===== src/rtl/prime_pkg.sv =====
// Shared definitions for the prime calculator: default widths, sequencer state
// codes and the display-path select values used by the top-level entry FSM.
package prime_pkg;

    localparam int DEF_N_WIDTH  = 20;
    localparam int DEF_D_WIDTH  = 11;
    localparam int DEF_SQ_WIDTH = 22;
    localparam int TESTS_WIDTH  = 10;

    // Sequencer states kept as plain codes so older netlists can decode them.
    localparam logic [2:0] S_IDLE  = 3'd0;
    localparam logic [2:0] S_CHECK = 3'd1;
    localparam logic [2:0] S_TEST  = 3'd2;
    localparam logic [2:0] S_ISSUE = 3'd3;
    localparam logic [2:0] S_WAIT  = 3'd4;
    localparam logic [2:0] S_DRAIN = 3'd5;
    localparam logic [2:0] S_DONE  = 3'd6;

    localparam logic [1:0] DISP_ENTRY  = 2'd0;
    localparam logic [1:0] DISP_CALC   = 2'd1;
    localparam logic [1:0] DISP_RESULT = 2'd2;

endpackage


===== src/rtl/prime_trial_sequencer_if.sv =====
// Start/done handshake between the trial sequencer (master) and the shared
// iterative divider (slave).
interface prime_trial_sequencer_if #(
    parameter int N_WIDTH = prime_pkg::DEF_N_WIDTH,
    parameter int D_WIDTH = prime_pkg::DEF_D_WIDTH
) ();

    logic               div_start;
    logic [N_WIDTH-1:0] div_dividend;
    logic [D_WIDTH-1:0] div_divisor;
    logic               div_done;
    logic [D_WIDTH-1:0] div_remainder;

    modport master (
        output div_start,
        output div_dividend,
        output div_divisor,
        input  div_done,
        input  div_remainder
    );

    modport slave (
        input  div_start,
        input  div_dividend,
        input  div_divisor,
        output div_done,
        output div_remainder
    );

endinterface


===== src/rtl/prime_trial_sequencer.sv =====
// Trial-division primality sequencer: walks odd divisors d=3,5,7.. through an
// external divider until a factor is found or d*d exceeds the candidate.
module prime_trial_sequencer
    import prime_pkg::*;
#(
    parameter int N_WIDTH  = DEF_N_WIDTH,
    parameter int D_WIDTH  = DEF_D_WIDTH,
    parameter int SQ_WIDTH = DEF_SQ_WIDTH
) (
    input  logic                   clk,
    input  logic                   rst_n,
    input  logic                   start_i,
    input  logic [N_WIDTH-1:0]     value_i,
    prime_trial_sequencer_if.master div,
    output logic                   done_o,
    output logic                   is_prime_o,
    output logic [D_WIDTH-1:0]     factor_o,
    output logic [TESTS_WIDTH-1:0] tests_o
);

    logic [2:0]             state_q,  state_d;
    logic [N_WIDTH-1:0]     n_q,      n_d;
    logic [D_WIDTH-1:0]     trial_q,  trial_d;
    logic [SQ_WIDTH-1:0]    sq_q,     sq_d;
    logic [TESTS_WIDTH-1:0] tests_q,  tests_d;
    logic                   done_q,   done_d;
    logic                   prime_q,  prime_d;
    logic [D_WIDTH-1:0]     factor_q, factor_d;

    // sq tracks trial^2 incrementally: (d+2)^2 = d^2 + 4d + 4, so no multiplier.
    always_comb begin
        state_d  = state_q;
        n_d      = n_q;
        trial_d  = trial_q;
        sq_d     = sq_q;
        tests_d  = tests_q;
        prime_d  = prime_q;
        factor_d = factor_q;

        case (state_q)
            S_IDLE: begin
                if (start_i) begin
                    n_d     = value_i;
                    tests_d = '0;
                    state_d = S_CHECK;
                end
            end

            S_CHECK: begin
                if (!start_i) begin
                    state_d = S_IDLE;
                end else if (n_q < N_WIDTH'(2)) begin
                    prime_d  = 1'b0;
                    factor_d = '0;
                    state_d  = S_DONE;
                end else if (n_q == N_WIDTH'(2) || n_q == N_WIDTH'(3)) begin
                    prime_d  = 1'b1;
                    factor_d = '0;
                    state_d  = S_DONE;
                end else if (!n_q[0]) begin
                    prime_d  = 1'b0;
                    factor_d = D_WIDTH'(2);
                    state_d  = S_DONE;
                end else begin
                    trial_d = D_WIDTH'(3);
                    sq_d    = SQ_WIDTH'(9);
                    state_d = S_TEST;
                end
            end

            S_TEST: begin
                if (!start_i) begin
                    state_d = S_IDLE;
                end else if (sq_q > SQ_WIDTH'(n_q)) begin
                    prime_d  = 1'b1;
                    factor_d = '0;
                    state_d  = S_DONE;
                end else begin
                    state_d = S_ISSUE;
                end
            end

            S_ISSUE: begin
                tests_d = tests_q + TESTS_WIDTH'(1);
                state_d = start_i ? S_WAIT : S_IDLE;
            end

            // An abort here must still swallow the outstanding divider result.
            S_WAIT: begin
                if (!start_i) begin
                    state_d = div.div_done ? S_IDLE : S_DRAIN;
                end else if (div.div_done) begin
                    if (div.div_remainder == '0) begin
                        prime_d  = 1'b0;
                        factor_d = trial_q;
                        state_d  = S_DONE;
                    end else begin
                        sq_d    = sq_q + (SQ_WIDTH'(trial_q) << 2) + SQ_WIDTH'(4);
                        trial_d = trial_q + D_WIDTH'(2);
                        state_d = S_TEST;
                    end
                end
            end

            S_DRAIN: begin
                if (div.div_done) begin
                    state_d = S_IDLE;
                end
            end

            S_DONE: begin
                if (!start_i) begin
                    state_d = S_IDLE;
                end
            end

            default: begin
                state_d = S_IDLE;
            end
        endcase

        if (state_d == S_IDLE) begin
            prime_d  = 1'b0;
            factor_d = '0;
        end
        done_d = (state_d == S_DONE);
    end

    always_ff @(posedge clk or negedge rst_n) begin
        if (!rst_n) begin
            state_q  <= S_IDLE;
            n_q      <= '0;
            trial_q  <= '0;
            sq_q     <= '0;
            tests_q  <= '0;
            done_q   <= 1'b0;
            prime_q  <= 1'b0;
            factor_q <= '0;
        end else begin
            state_q  <= state_d;
            n_q      <= n_d;
            trial_q  <= trial_d;
            sq_q     <= sq_d;
            tests_q  <= tests_d;
            done_q   <= done_d;
            prime_q  <= prime_d;
            factor_q <= factor_d;
        end
    end

    assign div.div_start    = (state_q == S_ISSUE);
    assign div.div_dividend = n_q;
    assign div.div_divisor  = trial_q;

    assign done_o     = done_q;
    assign is_prime_o = prime_q;
    assign factor_o   = factor_q;
    assign tests_o    = tests_q;

endmodule


===== src/flat_wrapper.sv =====
// flat-port wrapper written by rule: the top's interface ports become plain ports
module prime_trial_sequencer_flat import prime_pkg::*;
#(
    parameter int N_WIDTH  = DEF_N_WIDTH,
    parameter int D_WIDTH  = DEF_D_WIDTH,
    parameter int SQ_WIDTH = DEF_SQ_WIDTH
)
  (clk, rst_n, start_i, value_i, done_o, is_prime_o, factor_o, tests_o, div_div_start, div_div_dividend, div_div_divisor, div_div_done, div_div_remainder);
  prime_trial_sequencer_if #(.N_WIDTH(N_WIDTH), .D_WIDTH(D_WIDTH)) div_i ();
  input  logic clk;
  input  logic rst_n;
  input  logic start_i;
  input  logic [N_WIDTH-1:0] value_i;
  output logic done_o;
  output logic is_prime_o;
  output logic [D_WIDTH-1:0] factor_o;
  output logic [TESTS_WIDTH-1:0] tests_o;
  output wire logic [$bits(div_i.div_start)-1:0] div_div_start;
  output wire logic [$bits(div_i.div_dividend)-1:0] div_div_dividend;
  output wire logic [$bits(div_i.div_divisor)-1:0] div_div_divisor;
  input wire logic [$bits(div_i.div_done)-1:0] div_div_done;
  input wire logic [$bits(div_i.div_remainder)-1:0] div_div_remainder;
  assign div_div_start = div_i.div_start;
  assign div_div_dividend = div_i.div_dividend;
  assign div_div_divisor = div_i.div_divisor;
  assign div_i.div_done = div_div_done;
  assign div_i.div_remainder = div_div_remainder;
  prime_trial_sequencer #(.N_WIDTH(N_WIDTH), .D_WIDTH(D_WIDTH), .SQ_WIDTH(SQ_WIDTH)) u_core (.clk(clk), .rst_n(rst_n), .start_i(start_i), .value_i(value_i), .div(div_i), .done_o(done_o), .is_prime_o(is_prime_o), .factor_o(factor_o), .tests_o(tests_o));
endmodule

===== config.mk =====
export PLATFORM = sky130hd
export DESIGN_NAME = prime_trial_sequencer_flat
export DESIGN_NICKNAME = d
export VERILOG_FILES = /design/src/rtl/prime_pkg.sv /design/src/rtl/prime_trial_sequencer_if.sv /design/src/rtl/prime_trial_sequencer.sv /design/src/flat_wrapper.sv
export SDC_FILE = /design/constraint.sdc
export NUM_CORES = 1
export LEC_CHECK = 0
export ABC_CLOCK_PERIOD_IN_PS = 3100
export CAP_MARGIN = 20
export CELL_PAD_IN_SITES_DETAIL_PLACEMENT = 1
export CELL_PAD_IN_SITES_GLOBAL_PLACEMENT = 1
export CORE_MARGIN = 2
export CORE_UTILIZATION = 40
export DETAILED_ROUTE_END_ITERATION = 10
export PLACE_DENSITY_LB_ADDON = 0.15
export SYNTH_ARGS = -nofsm -noshare
export SYNTH_HDL_FRONTEND = slang
export SYNTH_SLANG_ARGS = --single-unit
export TNS_END_PERCENT = 20

===== constraint.sdc =====
create_clock -name clk -period 3.1 [get_ports clk]
set_input_delay 0.93 -clock clk [delete_from_list [all_inputs] [get_ports clk]]
set_output_delay 0.93 -clock clk [all_outputs]
set_load 0.01 [all_outputs]

Yosys cells after proc, flatten, opt, wreduce, memory -nomap -nowiden
Cells that the tools add are included.
Word-level totals
  input port bits: 35
  register bits after elaboration: 79
  output and inout bits: 55
  logic and storage cells: 104
Operators by class
  order comparisons: 2
  eq/ne operators: 24
  $add $sub $neg: 4
  mux-type cells: 55
  reduce and logical (&&, ||, !) cells: 11
Operators by type and width (count)
  $mux W11: 17
  $mux W22: 7
  $pmux W22 S2: 1
  $mux W3: 14
  $eq A20 B2 Y1 const B: 2
  $pmux W11 S3: 1
  $add A22 B13 Y22: 1
  $add A22 B3 Y22 const B: 1
  $gt A22 B20 Y1: 1
  $pmux W11 S2: 1
  $pmux W3 S7: 1
  $lt A20 B2 Y1 const B: 1
  $pmux W10 S2: 1
  $reduce_and A8 Y1: 2
  $ne A2 B2 Y1 const B: 7
  $eq A3 B3 Y1 const B: 4
  $ne A3 B2 Y1 const B: 4
  $add A11 B2 Y11 const B: 1
  $logic_not A11 Y1: 1
  $add A10 B1 Y10 const B: 1
  $mux W1: 10
  $mux W10: 1
  $eq A3 B2 Y1 const B: 2
  $logic_not A3 Y1: 2
  other kinds (9): 12

Logic depth before layout (Yosys ltp)
  depth in word-level cells: 9
  mapped depth: 13
  mapped depth without buffers: 13

Worst setup path after synthesis
No wires, ideal clock.
  path kind: register -> register
  from: register u_core.trial_q[1] (netlist: u_core.div.div_divisor[1])
  to: register u_core.sq_q[21]
  period minus slack after synthesis: 2.775 ns
  setup slack: 0.325 ns
  library setup time: 0.123 ns
  buffers on the path: 0
  cell stages (with the launch flop): 12
  required time: 2.977 ns
  arrival: 2.652 ns
  cell sequence: dfrtp_1 -> ha_1 -> ha_1 -> inv_1 -> fa_1 -> and2b_1 -> o21a_1 -> o21ai_1 -> a21oi_2 -> a211oi_2 -> or4_1 -> mux2i_1
Between the ends
  cells in the longest elaborated chain, start to end: 6
RTL lines
  start: declaration: RTL line prime_trial_sequencer.sv:23  | logic [D_WIDTH-1:0] trial_q, trial_d;
  start signal: assignment: RTL line prime_trial_sequencer.sv:142  | trial_q <= trial_d;
  $add A22 B13 Y22: RTL line prime_trial_sequencer.sv:98  | sq_d = sq_q + (SQ_WIDTH'(trial_q) << 2) + SQ_WIDTH'(4);
  $add A22 B3 Y22: RTL line prime_trial_sequencer.sv:98
  $mux W22: RTL line prime_trial_sequencer.sv:93  | if (div.div_remainder == '0) begin
  $mux W22: RTL line prime_trial_sequencer.sv:92  | end else if (div.div_done) begin
  $mux W22: RTL line prime_trial_sequencer.sv:90  | if (!start_i) begin
  $pmux W22 S2: RTL line prime_trial_sequencer.sv:40  | case (state_q)
  end signal: assignment: RTL line prime_trial_sequencer.sv:143  | sq_q <= sq_d;
  end: declaration: RTL line prime_trial_sequencer.sv:24  | logic [SQ_WIDTH-1:0] sq_q, sq_d;
No other way between the ends. The select of a mux whose other input is x is not followed.
A chain may end at the register's enable or synchronous reset.

Worst setup path in the final report
  from: register u_core.state_q[2]
  to: output div_div_start
Between the ends
  cells in the longest elaborated chain, start to end: 1
RTL lines
  start: declaration: RTL line prime_trial_sequencer.sv:21  | logic [2:0] state_q, state_d;
  start signal: assignment: RTL line prime_trial_sequencer.sv:140  | state_q <= state_d;
  $eq A3 B2 Y1: RTL line prime_trial_sequencer.sv:151  | assign div.div_start = (state_q == S_ISSUE);
  end: declaration: RTL line flat_wrapper.sv:18  | output wire logic [$bits(div_i.div_start)-1:0] div_div_start;
No other way between the ends.

==> summary.md <==
| Metric | Value |
|---|---|
| Crit path launch type | flop |
| Root Buffer | clkbuf_16 |
| Post-cts gate resize count | 0 |
| Nets@finish | 701 |
| Async S/R FF share, synth | 1.000 |
| HP Class | reg -> reg |
| Dpl hpwl | 10910 um |
| Xor/xnor cell area share of the yosys netlist | 0.02419 |
| Slew HR | 0.5242 |
| IO Pins | 90 |
| CP Data Arrival Time | 1980 ps |
| P_leak | 2.825 nW |
| CTS tree | done |
| Inserted Clock Buffers | 9 |
| Core Area | 11470 um^2 |
| Grt met3 use | 0.03186 |
| Sequential share of power | 0.307 |
| DR vias/cell | 5.623 |
| Post-synthesis mux area share | 0.006380 |
| Number of global-route vias before repair | 4711 |
| Top post-synthesis cells by area | dfrtp_1 (41%), ha_1 (11%), nand2_1 (5.4%) |
| Clock sink count | 78 |
| Simple-Gate Fraction of Synth Area | 0.2180 |
| Die height | approximately 110 um |
| Synth Area in Compound Gates | 0.1784 |
| Placed Instances | 753 |
| DR pass1 iterations | 4 |
| Post-Place Setup Slack | 60.86 ps |
| Final GP Congestion | 0.8851 |
| Max VDD drop | 0.3897 mV |
| Status | completed |
| Comb pwr share | 0.460 |
| Crit end category | output pin |
| Worst-Margin Slew | 713.6 ps |
| First-pass GRT wire length | 23430 um |
| Top cells by count, synth | dfrtp_1 (78), nand2_1 (68), ha_1 (43) |
| Post-synth EDFFs | 0 |
| RSZ-0062 raised after global routing | false |
| Row cnt | 39 |
| Largest net degree at the start of global routing | 54 |
| H-tree Lvls | 3 |
| Syn Std Cell Area | about 4700 um^2 |
| Finish-stage setup viols | 0 |
| Antenna diodes | 0 |
| Hold Vio Cnt, Final | 0 |
| Peak Freq | 343.5 MHz |
| Post-synth top area share | 0.4147 |
| WL/cell | 18.35 um |
| Initial antenna violation count | 0 |
| Main flop type after synthesis | dfrtp_1 |
| Clock Power Share | 0.233 |
| Worst Slack Setup Final | between 150 and 200 ps |
| Final setup TNS | 0 ps |
| Crit share post-route | 0.9391 |
| Iteration-0 DRC Markers | 168 |
| Pwr dens | around 760 nW/um^2 |
| Post-route cell area | approximately 6200 um^2 |
| CTS max path bufs | 2 |
| Post-synth cell types | 63 |
| CTS clk-pin slew, worst paths | approximately 60 ps |
| CP Max Fanout | 9 |
| Largest family of logic cells by synthesized area | simple AND/OR/NAND/NOR gates |
| WL final | 14130 um |
| Fraction of layout cells with a size suffix above 1 | 0.1085 |
| DIE WIDTH | between 100 and 150 um |
| Cell internal pwr | 0.002857 W |
| Post-synth top area cell | dfrtp_1 |
| Crit path required time | between 2000 and 2500 ps |
| CTS Hold Bufs | 0 |
| Switching pwr | between 0.0015 and 0.002 W |
| Adder-cell share of the synthesized area | 0.1186 |
| Max-cap violation count | 0 |
| Post-DRT Antenna Nets | 0 |
| GRT Overall Usage | 0.2329 |
| GR Layer Usage met1 | 0.3016 |
| Pins over their slew limit | 0 |
| Overflow left after global routing | 0 |
| Syn_nets | 593 |
| Vias after detailed routing | 4330 |
| Layout area overhead | 32.06% |
| Worst clock skew | 7.066 ps |
| Part of the Yosys area used for sequential elements | 0.4147 |
| Syn_area_per_cell | 9.158 um^2 |
| Switch share | 0.3965 |
| Crit path time final | 2911 ps |
| Clk_lat worst skew | about 340 ps |
| Cells after Synth | slightly above 500 |
| Port Buf Inserts | 89 |
| Post-DP Area | 5898 um^2 |
| Finished Layout Cells | 770 |
| Yosys reg bits | 78 |
| Fin Hold WS | approximately 460 ps |
| YS warnings | 0 |
| Dominant cell by count in the synthesized netlist | dfrtp_1 |
| # DRC | 0 |
| WS Path Type | reg -> out |
| Die area | between 10000 and 15000 um^2 |
| GRT busiest layer | met2 |
| Starting density of the core | 0.4105 |
| Met2 Resource Use GR | 0.3992 |
[flip-flops by register name, summed over array words and instances, names as in the netlist]
signal and count:
u_core.div.div_dividend 20, u_core.div.div_divisor 11, u_core.done_o 1, u_core.factor_o 11, u_core.is_prime_o 1, u_core.sq_q 21
u_core.state_q 3, u_core.tests_o 10
[metrics by stage]
stage / util / power, W
6_report: 0.5421 / 0.004734
5_1_grt: 0.5421 / 0.005081
4_1_cts: 0.5414 / 0.004778
3_5_place_dp: 0.5143 / 0.003645
3_3_place_gp: 0.5143 / 0.003543
2_1_floorplan: - / 0.002671
[power groups by stage]
stage	logic (W)	registers (W)	clock network (W)
after global routing	0.00244	0.00149	0.00115
after CTS	0.00221	0.00145	0.00112
after global placement	0.00209	0.00146	0
final	0.00218	0.00145	0.00110
after floorplan	0.00115	0.00152	0
after detailed placement	0.00218	0.00147	0
[final timing paths]
path / from / to / slack (ps) / depth (start not counted)
setup reg to reg: u_core.sq_q[4] / u_core.sq_q[20] / 200 / 9
hold reg to reg: u_core.sq_q[0] / u_core.sq_q[0] / 460 / 2
min in group asynchronous: rst_n / u_core.div.div_dividend[11] / 640 / 1
hold / removal: u_core.sq_q[0] / u_core.sq_q[0] / 460 / 2
max in group asynchronous: rst_n / u_core.factor_o[0] / 1860 / 2
setup / recovery: u_core.state_q[2] / div_div_start / 190 / 4
[per-layer routing]
metal  up-vias  part of all wire  wire (um)
li1       2073                 -          -
met1      2144              0.45       6346
met2        93              0.49       6953
met3        20             0.038        534
met4         0             0.021        293
met5         -                 0          0
[critical path, cell delays in order (launching register included)]
cell	delay [ps]
dfrtp_1	370
and2b_2	290
nand2_1	210
inv_2	200
clkdlybuf4s50_1	560
[cell families after synthesis]
logic type | Yosys count
multiplexers | 3
AND/OR/NAND/NOR | 204
AO/OA/AOI/OAI | 126
flip-flops | 78
buffers and inverters | 46
XOR/XNOR | 13
adder cells (fa/ha/maj) | 44
[cells in the final DEF (no fill, tap or decap), drive strengths merged, types with 3 or more instances in the layout]
cell type,n
mux2i,3
buf,24
and3,6
dfrtp,78
a211oi,3
a22oi,10
or3,7
a21oi,24
nor3,6
nand2,70
o21a,4
xnor2,3
ha,43
a31oi,5
nand4,12
xor2,10
o21ai,53
clkdlybuf4s50,88
clkinvlp,3
nand3,25
inv,31
clkbuf,11
o31ai,4
a21o,4
and4,3
nor2b,4
nor4,9
or4,4
o211ai,4
nor2,42
a221oi,4
nand2b,5
[repair_timing]
item                                    4_1_cts  5_1_grt
endpoints found under the setup margin        0        1
hold endpoints to repair                      0        0
setup buffers                                 0        1
[cell type report]
cell class	instances	area, um^2
timing repair buffer	112	1086
inverter	31	116.4
multi-input combinational	390	2572
tap	143	178.9
sequential	78	1952
clock inverter	5	57.56
clock buffer	11	252.7
fill	1331	5251
Note: power is estimated with default switching activity, not from simulation.
